`config.mk`:
```
export PLATFORM = sky130hd
export DESIGN_NAME = contador_modelo_nibble
export DESIGN_NICKNAME = d
export VERILOG_FILES = /design/src/rtl/contador_pkg.sv /design/src/rtl/contador_modelo_nibble.sv
export SDC_FILE = /design/constraint.sdc
export NUM_CORES = 1
export LEC_CHECK = 0
export CAP_MARGIN = 20
export CORE_AREA = 2 2 39 41
export CTS_CLUSTER_SIZE = 14
export DETAILED_ROUTE_END_ITERATION = 16
export DIE_AREA = 0 0 41 43
export PLACE_DENSITY_LB_ADDON = 0.3
export REMOVE_ABC_BUFFERS = 1
export SETUP_SLACK_MARGIN = 0.05
export SYNTH_ARGS = -nofsm -noshare
export SYNTH_HDL_FRONTEND = slang
export SYNTH_SLANG_ARGS = --single-unit
```
`constraint.sdc`:
```
create_clock -name clk -period 3 [get_ports clk]
set_input_delay 0.45 -clock clk [delete_from_list [all_inputs] [get_ports clk]]
set_output_delay 0.45 -clock clk [all_outputs]
set_load 0.05 [all_outputs]
```
`src/rtl/contador_pkg.sv`:
```
// Shared encodings for the 32-bit cascaded counter and its self-checker.
// Optional nibble diagnostics in the checker are enabled by CONTADOR_CHECKER_NIBBLE_DIAG_EN.
package contador_pkg;

    localparam int STAGE_W = 4;

    localparam logic [1:0] MODE_UP    = 2'b00;
    localparam logic [1:0] MODE_DOWN  = 2'b01;
    localparam logic [1:0] MODE_DOWN3 = 2'b10;
    localparam logic [1:0] MODE_LOAD  = 2'b11;

    typedef enum logic [1:0] {
        ST_IDLE  = 2'b00,
        ST_CHECK = 2'b01,
        ST_HALT  = 2'b10
    } state_t;

endpackage

```
`src/rtl/contador_modelo_nibble.sv`:
```
// One 4-bit reference stage of the cascaded counter model: registered nibble,
// combinational ripple-carry/borrow out.
module contador_modelo_nibble
    import contador_pkg::*;
#(
    parameter bit IS_LSB = 1'b1
)
(
    input  logic               clk,
    input  logic               reset,
    input  logic               update,
    input  logic               enable,
    input  logic [1:0]         mode,
    input  logic [STAGE_W-1:0] d,
    output logic [STAGE_W-1:0] nibble,
    output logic               rco
);

    logic               carry;
    logic [STAGE_W-1:0] nibble_next;

    // Mode 10 subtracts 3 only in the LSB stage; upper stages just absorb the
    // borrow, so the whole chain behaves as a true N-bit minus-three.
    always_comb begin
        carry       = 1'b0;
        nibble_next = nibble;
        case (mode)
            MODE_UP: begin
                carry       = (nibble == 4'hF);
                nibble_next = nibble + 4'd1;
            end
            MODE_DOWN: begin
                carry       = (nibble == 4'h0);
                nibble_next = nibble - 4'd1;
            end
            MODE_DOWN3: begin
                if (IS_LSB) begin
                    carry       = (nibble < 4'd3);
                    nibble_next = nibble - 4'd3;
                end else begin
                    carry       = (nibble == 4'h0);
                    nibble_next = nibble - 4'd1;
                end
            end
            default: begin
                carry       = 1'b0;
                nibble_next = d;
            end
        endcase
        rco = enable && carry;
    end

    always_ff @(posedge clk) begin
        if (reset) begin
            nibble <= '0;
        end else if (update && enable) begin
            nibble <= nibble_next;
        end
    end

endmodule

```
# Yosys cells after proc, flatten, opt, wreduce, memory -nomap -nowiden
# Cells that the tools add are included.
word_totals:
  ff_bits: 4
  latchBits: 0
  ram_bits: 0
  rom_bits: 0
  in_bits: 10
  output_inout_bits: 5
  word_cells: 14
  mem_count: 0
classes:
  addsub: 3
  n_mul: 0
  div: 0
  order_cmp: 1
  n_eq_ne: 3
  shift: 0
  n_mux: 2
  bitwise: 0
  n_reduce_logical: 4
ops:
  columns: ["cell", "count"]
  rows:
  - ["$pmux 4 s3", 1]
  - ["$add 4x1->4 const B", 1]
  - ["$eq 4x4->1 const B", 1]
  - ["$logic_not 4->1", 1]
  - ["$lt 4x2->1 const B", 1]
  - ["$sub 4x1->4 const B", 1]
  - ["$sub 4x2->4 const B", 1]
  - ["$pmux 1 s3", 1]
  - ["$eq 2x1->1 const B", 1]
  - ["$eq 2x2->1 const B", 1]
  - ["$logic_and 1x1->1", 2]
  - ["$logic_not 2->1", 1]

# Depth between registers and ports, before layout
# Gate-level depths: netlist of the first run.
depth:
  depth_word: 3
  ltp_mapped: 7
  ltp_nobuf: 7

# Worst setup path before layout of the first run
# Ideal clock, no wire load.
synth_timing:
  path_kind: "reg-to-output"
  from: "reg nibble[0]"
  to: "out rco"
  t_arrival_ns: 1.754
  t_required_ns: 2.550
  path_slack_ns: 0.796
  stages_incl_launch_ff: 6
  n_path_buf: 0
  path_cell_list: "dfxtp_1 > ha_1 > nor3b_1 > a21oi_1 > o31ai_1 > and3_1"
synth_between:
  elab_chain_len: 3
  elab_cells_between_ends: 5
  cone_classes: "order compare: 1; eq/ne: 1; mux: 1; reduce/logical: 2"
synth_lines:
  columns: ["element", "line", "source"]
  rows:
  - ["start, declared", "contador_modelo_nibble.sv:15", "output logic [STAGE_W-1:0] nibble,"]
  - ["start signal, assigned", "contador_modelo_nibble.sv:57", "nibble <= nibble_next;"]
  - ["$lt 4x2->1, or another cell as far along", "contador_modelo_nibble.sv:38", "carry = (nibble < 4'd3);"]
  - ["$pmux 1 s3 (*)", "contador_modelo_nibble.sv:27", "case (mode)"]
  - ["$logic_and 1x1->1 (*)", "contador_modelo_nibble.sv:50", "rco = enable && carry;"]
  - ["end, declared", "contador_modelo_nibble.sv:16", "output logic rco"]
# Mark *: on every way between the ends. The rest lies on a longest branch, timed or not.

# Worst setup path in the final report of the first run
layout_timing:
  from: "in mode[1]"
  to: "out rco"
layout_between:
  elab_chain_len: 3
  elab_cells_between_ends: 5
  cone_classes: "eq/ne: 2; mux: 1; reduce/logical: 2"
layout_lines:
  columns: ["element", "line", "source"]
  rows:
  - ["start, declared", "contador_modelo_nibble.sv:13", "input logic [1:0] mode,"]
  - ["$eq 2x2->1, or another cell as far along", "contador_modelo_nibble.sv:27", null]
  - ["$pmux 1 s3 (*)", "contador_modelo_nibble.sv:27", null]
  - ["$logic_and 1x1->1 (*)", "contador_modelo_nibble.sv:50", null]
# Marks and branches as above.

==> metrics, run 1 <==
Hold Path Class reg2reg; commonest non-fill, non-tap cell in the layout clkdlybuf4s50_1; Synthesis Warnings 0; P_leak 0.2518 nW; cell area after placement 591.8 µm²; Die X-Extent 41 µm; Slew @ Worst Pin 0.4910 ns; Synth async-reset ratio 0%; M1 WL 510 µm; site row count 14; DRT Wirelength 1034 µm; fin crit period 2.499 ns; dpl hpwl 783.5 µm; first-pass detailed-route iteration total 4; sequential share of the synthesized area 18.66%; max_slew headroom 67.16%; Max Fclk 400.2 MHz; CTS sink count 4; most frequent cells in the layout 13 x clkdlybuf4s50_1, 5 x a21oi_1, 5 x nor2_1; Chip Height 43 µm; DR iter-0 viols 12; syn_area_per_cell 7.947 µm²; worst skew pair latency 0.24 ns; Area Growth Syn to Fin 43.15%; Regs by FF count nibble x4; max_cap viols 0; clock skew 0.002678 ns; Setup TNS 0 ns; fin util 44.39%; final cycle utilization of the critical path 83.30%; Hold Buf Count CTS 0; H-tree levels 1; routed vias 458; R2R setup slack 1.45 ns; initial antenna violation count 0; CP Launch Type primary input; met2 routed WL 467 µm; design area 614.3 µm²; r2r startpoint nibble[2]$_SDFFE_PP0P_; status completed; Final Setup Violations 0; Worst-path clk slew 0.04 ns; final setup margin 0.5011 ns; DIE AREA 0.001763 mm²; largest net degree at the start of global routing 13; Detail Route Antenna Nets 0; number of global-route vias before repair 392; CTS tree done; # DRC 0; CP Capture Type output port; Post-synth EDFFs 0; Starting Density 31.01%; gp weighted congestion 0.7569; global-route wire length before repair 1607 µm; RSZ-0062 raised after global routing false; Port Buffers 14; CTS buffer count 3; Max Slew Vio Count 0; reg2reg path depth 5; uppermost routed layer met3; Endpoint, Worst Hold nibble[2]$_SDFFE_PP0P_; CP Max Fanout 12; HP Start nibble[2]$_SDFFE_PP0P_; # nets final 86; Power per Cell Area 346.8 mW/mm²; most common flop cell mapped by yosys dfxtp_1; routed vias/inst 5.326; GRT overflow 0; Worst EP required 2.55 ns; I/O pin count 15; global-route usage over all layers 13.53%; Largest Register nibble; n_diodes 0; pre-CTS setup slack 0.5120 ns; root buffer cell clkbuf_4; max reg flops 4; hold_ws 0.5934 ns; # Post-CTS Setup Buffers 0; hold path depth 2; critical path class in2out; Routed WL per cell 12.02 µm; post-synthesis instance total 54; Core Footprint 0.001384 mm²; post-cts resize count 0; Yosys reg bits 4; share of cells above drive strength 1 10.00%; Distinct cells, synth 27; Final Hold Viols 0; Clock Path Buffers 2; Mapped Area 429.2 µm²; Worst Path Arrival 2.05 ns; Peak VDD IR 0.0001496 V; metal3 WL 56 µm; R2R Path End nibble[3]$_SDFFE_PP0P_
final cells by class:
cell class                      instances  area [µm²]
Clock buffer                            3       22.52
Fill cell                             148       769.5
Inverter                                3       11.26
Multi-Input combinational cell         45       322.8
Sequential cell                         4       80.08
Tap cell                               16       20.02
Timing Repair Buffer                   15       157.7
synth_stat cells, types with 2 or more instances:
cell      count  area, µm²
buf_4         2      15.01
ha_1          4      50.05
xnor2_1       3      26.28
o211ai_1      2      15.01
nand4b_1      2      17.52
and3_1        2      12.51
a31oi_1       2      12.51
nor2_1        5      18.77
nand2_1       4      15.01
inv_1         3      11.26
a21oi_1       5      25.02
dfxtp_1       4      80.08
xor2_1        2      17.52
report_power, final:
part / internal, W / switching, W
clock network: 0.0000447 / 0.0000216
logic: 0.0000394 / 0.0000419
registers: 0.0000571 / 0.00000839
layer usage:
layer	up-vias	GRT usage [%]
met5	-	0
met4	0	8.000
met3	0	4.712
met2	13	19.38
met1	211	16.61
li1	234	-
worst max-delay path, stage by stage:
cell             delay [ns]
clkdlybuf4s50_1        0.60
and2b_1                0.34
a21oi_1                0.08
o31ai_1                0.18
and3_1                 0.25
buf_12                 0.15
cell families after synthesis:
family,Yosys count,share of synthesized area (%)
AOI/OAI and AO/OA,16,26.53
and+or+nand+nor,19,24.49
xor gates and xnor gates,5,10.21
buffers and inverters,5,6.121
DFF,4,18.66
muxes,1,2.332
adders and majority gates,4,11.66
worst max path at each step:
| stage | startpoint | endpoint | slack (ns) | cells past startpoint |
|---|---|---|---|---|
| 2_1_floorplan | nibble[0]$_SDFFE_PP0P_ | rco | 0.80 | 5 |
| 3_3_place_gp | mode[1] | rco | 0.55 | 6 |
| 3_5_place_dp | mode[1] | rco | 0.51 | 6 |
| 4_1_cts | mode[1] | rco | 0.50 | 6 |
| 5_1_grt | mode[1] | rco | 0.37 | 6 |
| 6_report | mode[1] | rco | 0.50 | 6 |
per-stage QoR:
stage | std cells | total power [W]
after detailed placement | 83 | 0.0001479
final | 86 | 0.0002131
after global routing | 86 | 0.0002301
after CTS | 86 | 0.0002191
after global placement | 83 | 0.0001472
after floorplan | 52 | 0.0001123
Note: power is estimated with default switching activity, not from simulation.
==> run 2, diff against run 1 <==
==> constraint.sdc (replaced) <==
create_clock -name clk -period 2.15 [get_ports clk]
set_input_delay 0.3225 -clock clk [delete_from_list [all_inputs] [get_ports clk]]
set_output_delay 0.3225 -clock clk [all_outputs]
set_load 0.05 [all_outputs]
==> run 2 against run 1 <==
Against the previous run:
- sequential power is 37% higher
- setup slack got worse by 0.31 ns
- largest power group unchanged
- via count rose by 7.4%
- flip-flop and latch count unchanged
==> metrics, run 2 (synthesis gave the netlist of run 1 again) <==
Reg area 83.83 µm²; Port Buffers 14; Setup TNS 0 ns; largest net degree at the start of global routing 10; cell family with most CP delay simple AND/OR/NAND/NOR gates; number of global-route vias before repair 441; # DRC 0; DR iter-0 viols 3; Critical path buffers and inverters 1; worst skew pair latency 0.24 ns; CTS tree done; fin crit period 1.960 ns; share of cells above drive strength 1 23.38%; Power per Cell Area 451.8 mW/mm²; pre-CTS setup slack 0.07062 ns; Starting Density 31.01%; DP Cell Count 89; CTS buffer count 3; clock skew 0.006645 ns; routed vias/inst 5.290; Comb pwr share 41.2%; CP peak stage delay 0.37 ns; Largest Register nibble; Regs by FF count nibble x4; Max Slew Vio Count 0; Chip Height 43 µm; Switching Power 0.0001063 W; Levels on crit path 6; first-pass detailed-route iteration total 3; Core Footprint 0.001384 mm²; final cycle utilization of the critical path 91.15%; CP Max Fanout 8; switching power share of the total 33.95%; DIE AREA 0.001763 mm²; design area 693.2 µm²; DRT Wirelength 1105 µm; commonest non-fill, non-tap cell in the layout clkdlybuf4s50_1; Clk pwr share 30.1%; root buffer cell clkbuf_4; max_cap viols 0; Worst-path clk slew 0.04 ns; Final Hold Viols 0; max_slew headroom 66.83%; Detail Route Antenna Nets 0; Clock Path Buffers 2; critical path class reg2out; CTS sink count 4; Peak VDD IR 0.0002289 V; Worst path slowest cell dfxtp_4; initial antenna violation count 0; reg2reg path depth 5; Power Internal 0.0002069 W; Worst Path Arrival 1.64 ns; # nets final 93; max reg flops 4; dpl hpwl 846.5 µm; most frequent cells in the layout 11 x clkdlybuf4s50_1, 8 x buf_4, 5 x a21oi_1, 5 x nor2_1, 4 x nand2_1; n_diodes 0; status completed; Fillers 139; RSZ-0062 raised after global routing false; Multi-input gate area 340.3 µm²; hold path depth 5; CP Capture Type output port; Final Setup Violations 0; I/O pin count 15; gp weighted congestion 0.7547; routed vias 492; Reg power frac 28.7%; CP Launch Type flop; Slew @ Worst Pin 0.4960 ns; P_leak 0.3062 nW; H-tree levels 1; final setup margin 0.1902 ns; Non-Filler Instances 93; site row count 14; Hold Path Class in2reg; Routed WL per cell 11.88 µm; critical path cell sequence ha_4, nor3b_2, a21oi_1, o31ai_1, and3_1, buf_12; global-route wire length before repair 1794 µm; Worst EP required 1.83 ns; Die X-Extent 41 µm; global-route usage over all layers 14.53%; Hold Buf Count CTS 0; cell area after placement 636.9 µm²; GRT overflow 0; Max Fclk 510.3 MHz; Area Growth Syn to Fin 61.52%
[run 2: changes by cell type in the layout (fill, tap and decap cells not counted), sizes merged]
cell / change
dlymetal6s2s: +2
clkdlybuf4s50: -2
buf: +7
[run 2: cell type report]
| class | instances | share of cell area (%) |
|---|---|---|
| Timing Repair Buffer | 22 | 31.05 |
| Tap cell | 16 | 2.888 |
| Sequential cell | 4 | 12.09 |
| Multi-Input combinational cell | 45 | 49.10 |
| Clock buffer | 3 | 3.249 |
| Inverter | 3 | 1.625 |
[run 2: stage by stage]
stage,total power (W),hold WS (ns),utilization (%)
after floorplan,0.0001567,0.3916,-
after global placement,0.0002166,0.5814,46.02
after detailed placement,0.0002167,0.5905,46.02
after CTS,0.0003137,0.6063,47.92
after global routing,0.0003306,0.6276,50.09
final,0.0003132,0.5717,50.09
[run 2: power groups by stage]
stage	combinational, W	clock (W)	sequential [W]
after global routing	0.000141	0.0000991	0.0000906
after global placement	0.000127	0	0.0000897
after CTS	0.000128	0.0000965	0.0000892
after floorplan	0.0000502	0	0.000107
after detailed placement	0.000127	0	0.0000898
final	0.000129	0.0000943	0.0000899
[run 2: worst register-to-register path, stage by stage, from the launching register on]
cell,delay [ns]
dfxtp_1,0.49
ha_1,0.32
a31oi_1,0.22
and4_1,0.20
o21ai_0,0.07
a21oi_1,0.14
[run 2: final timing paths]
kind	startpoint	to	slack [ns]
setup reg to reg	nibble[2]$_SDFFE_PP0P_	nibble[3]$_SDFFE_PP0P_	0.64
hold reg to reg	nibble[0]$_SDFFE_PP0P_	nibble[0]$_SDFFE_PP0P_	0.58
setup / recovery	nibble[0]$_SDFFE_PP0P_	rco	0.19
hold / removal	mode[1]	nibble[3]$_SDFFE_PP0P_	0.57
[run 2: metal layers]
layer | wire length [µm] | GRT usage, %
met3 | 54 | 4.712
met1 | 500 | 19.17
met2 | 549 | 21.88
met4 | 0 | 4.000
met5 | 0 | 0
[run 2: what timing repair did]
| item | 4_1_cts | 5_1_grt |
|---|---|---|
| resized for setup | 2 | 6 |
| setup endpoints to repair | 1 | 1 |
| setup buffers | 0 | 1 |
| pin swaps | 1 | 3 |
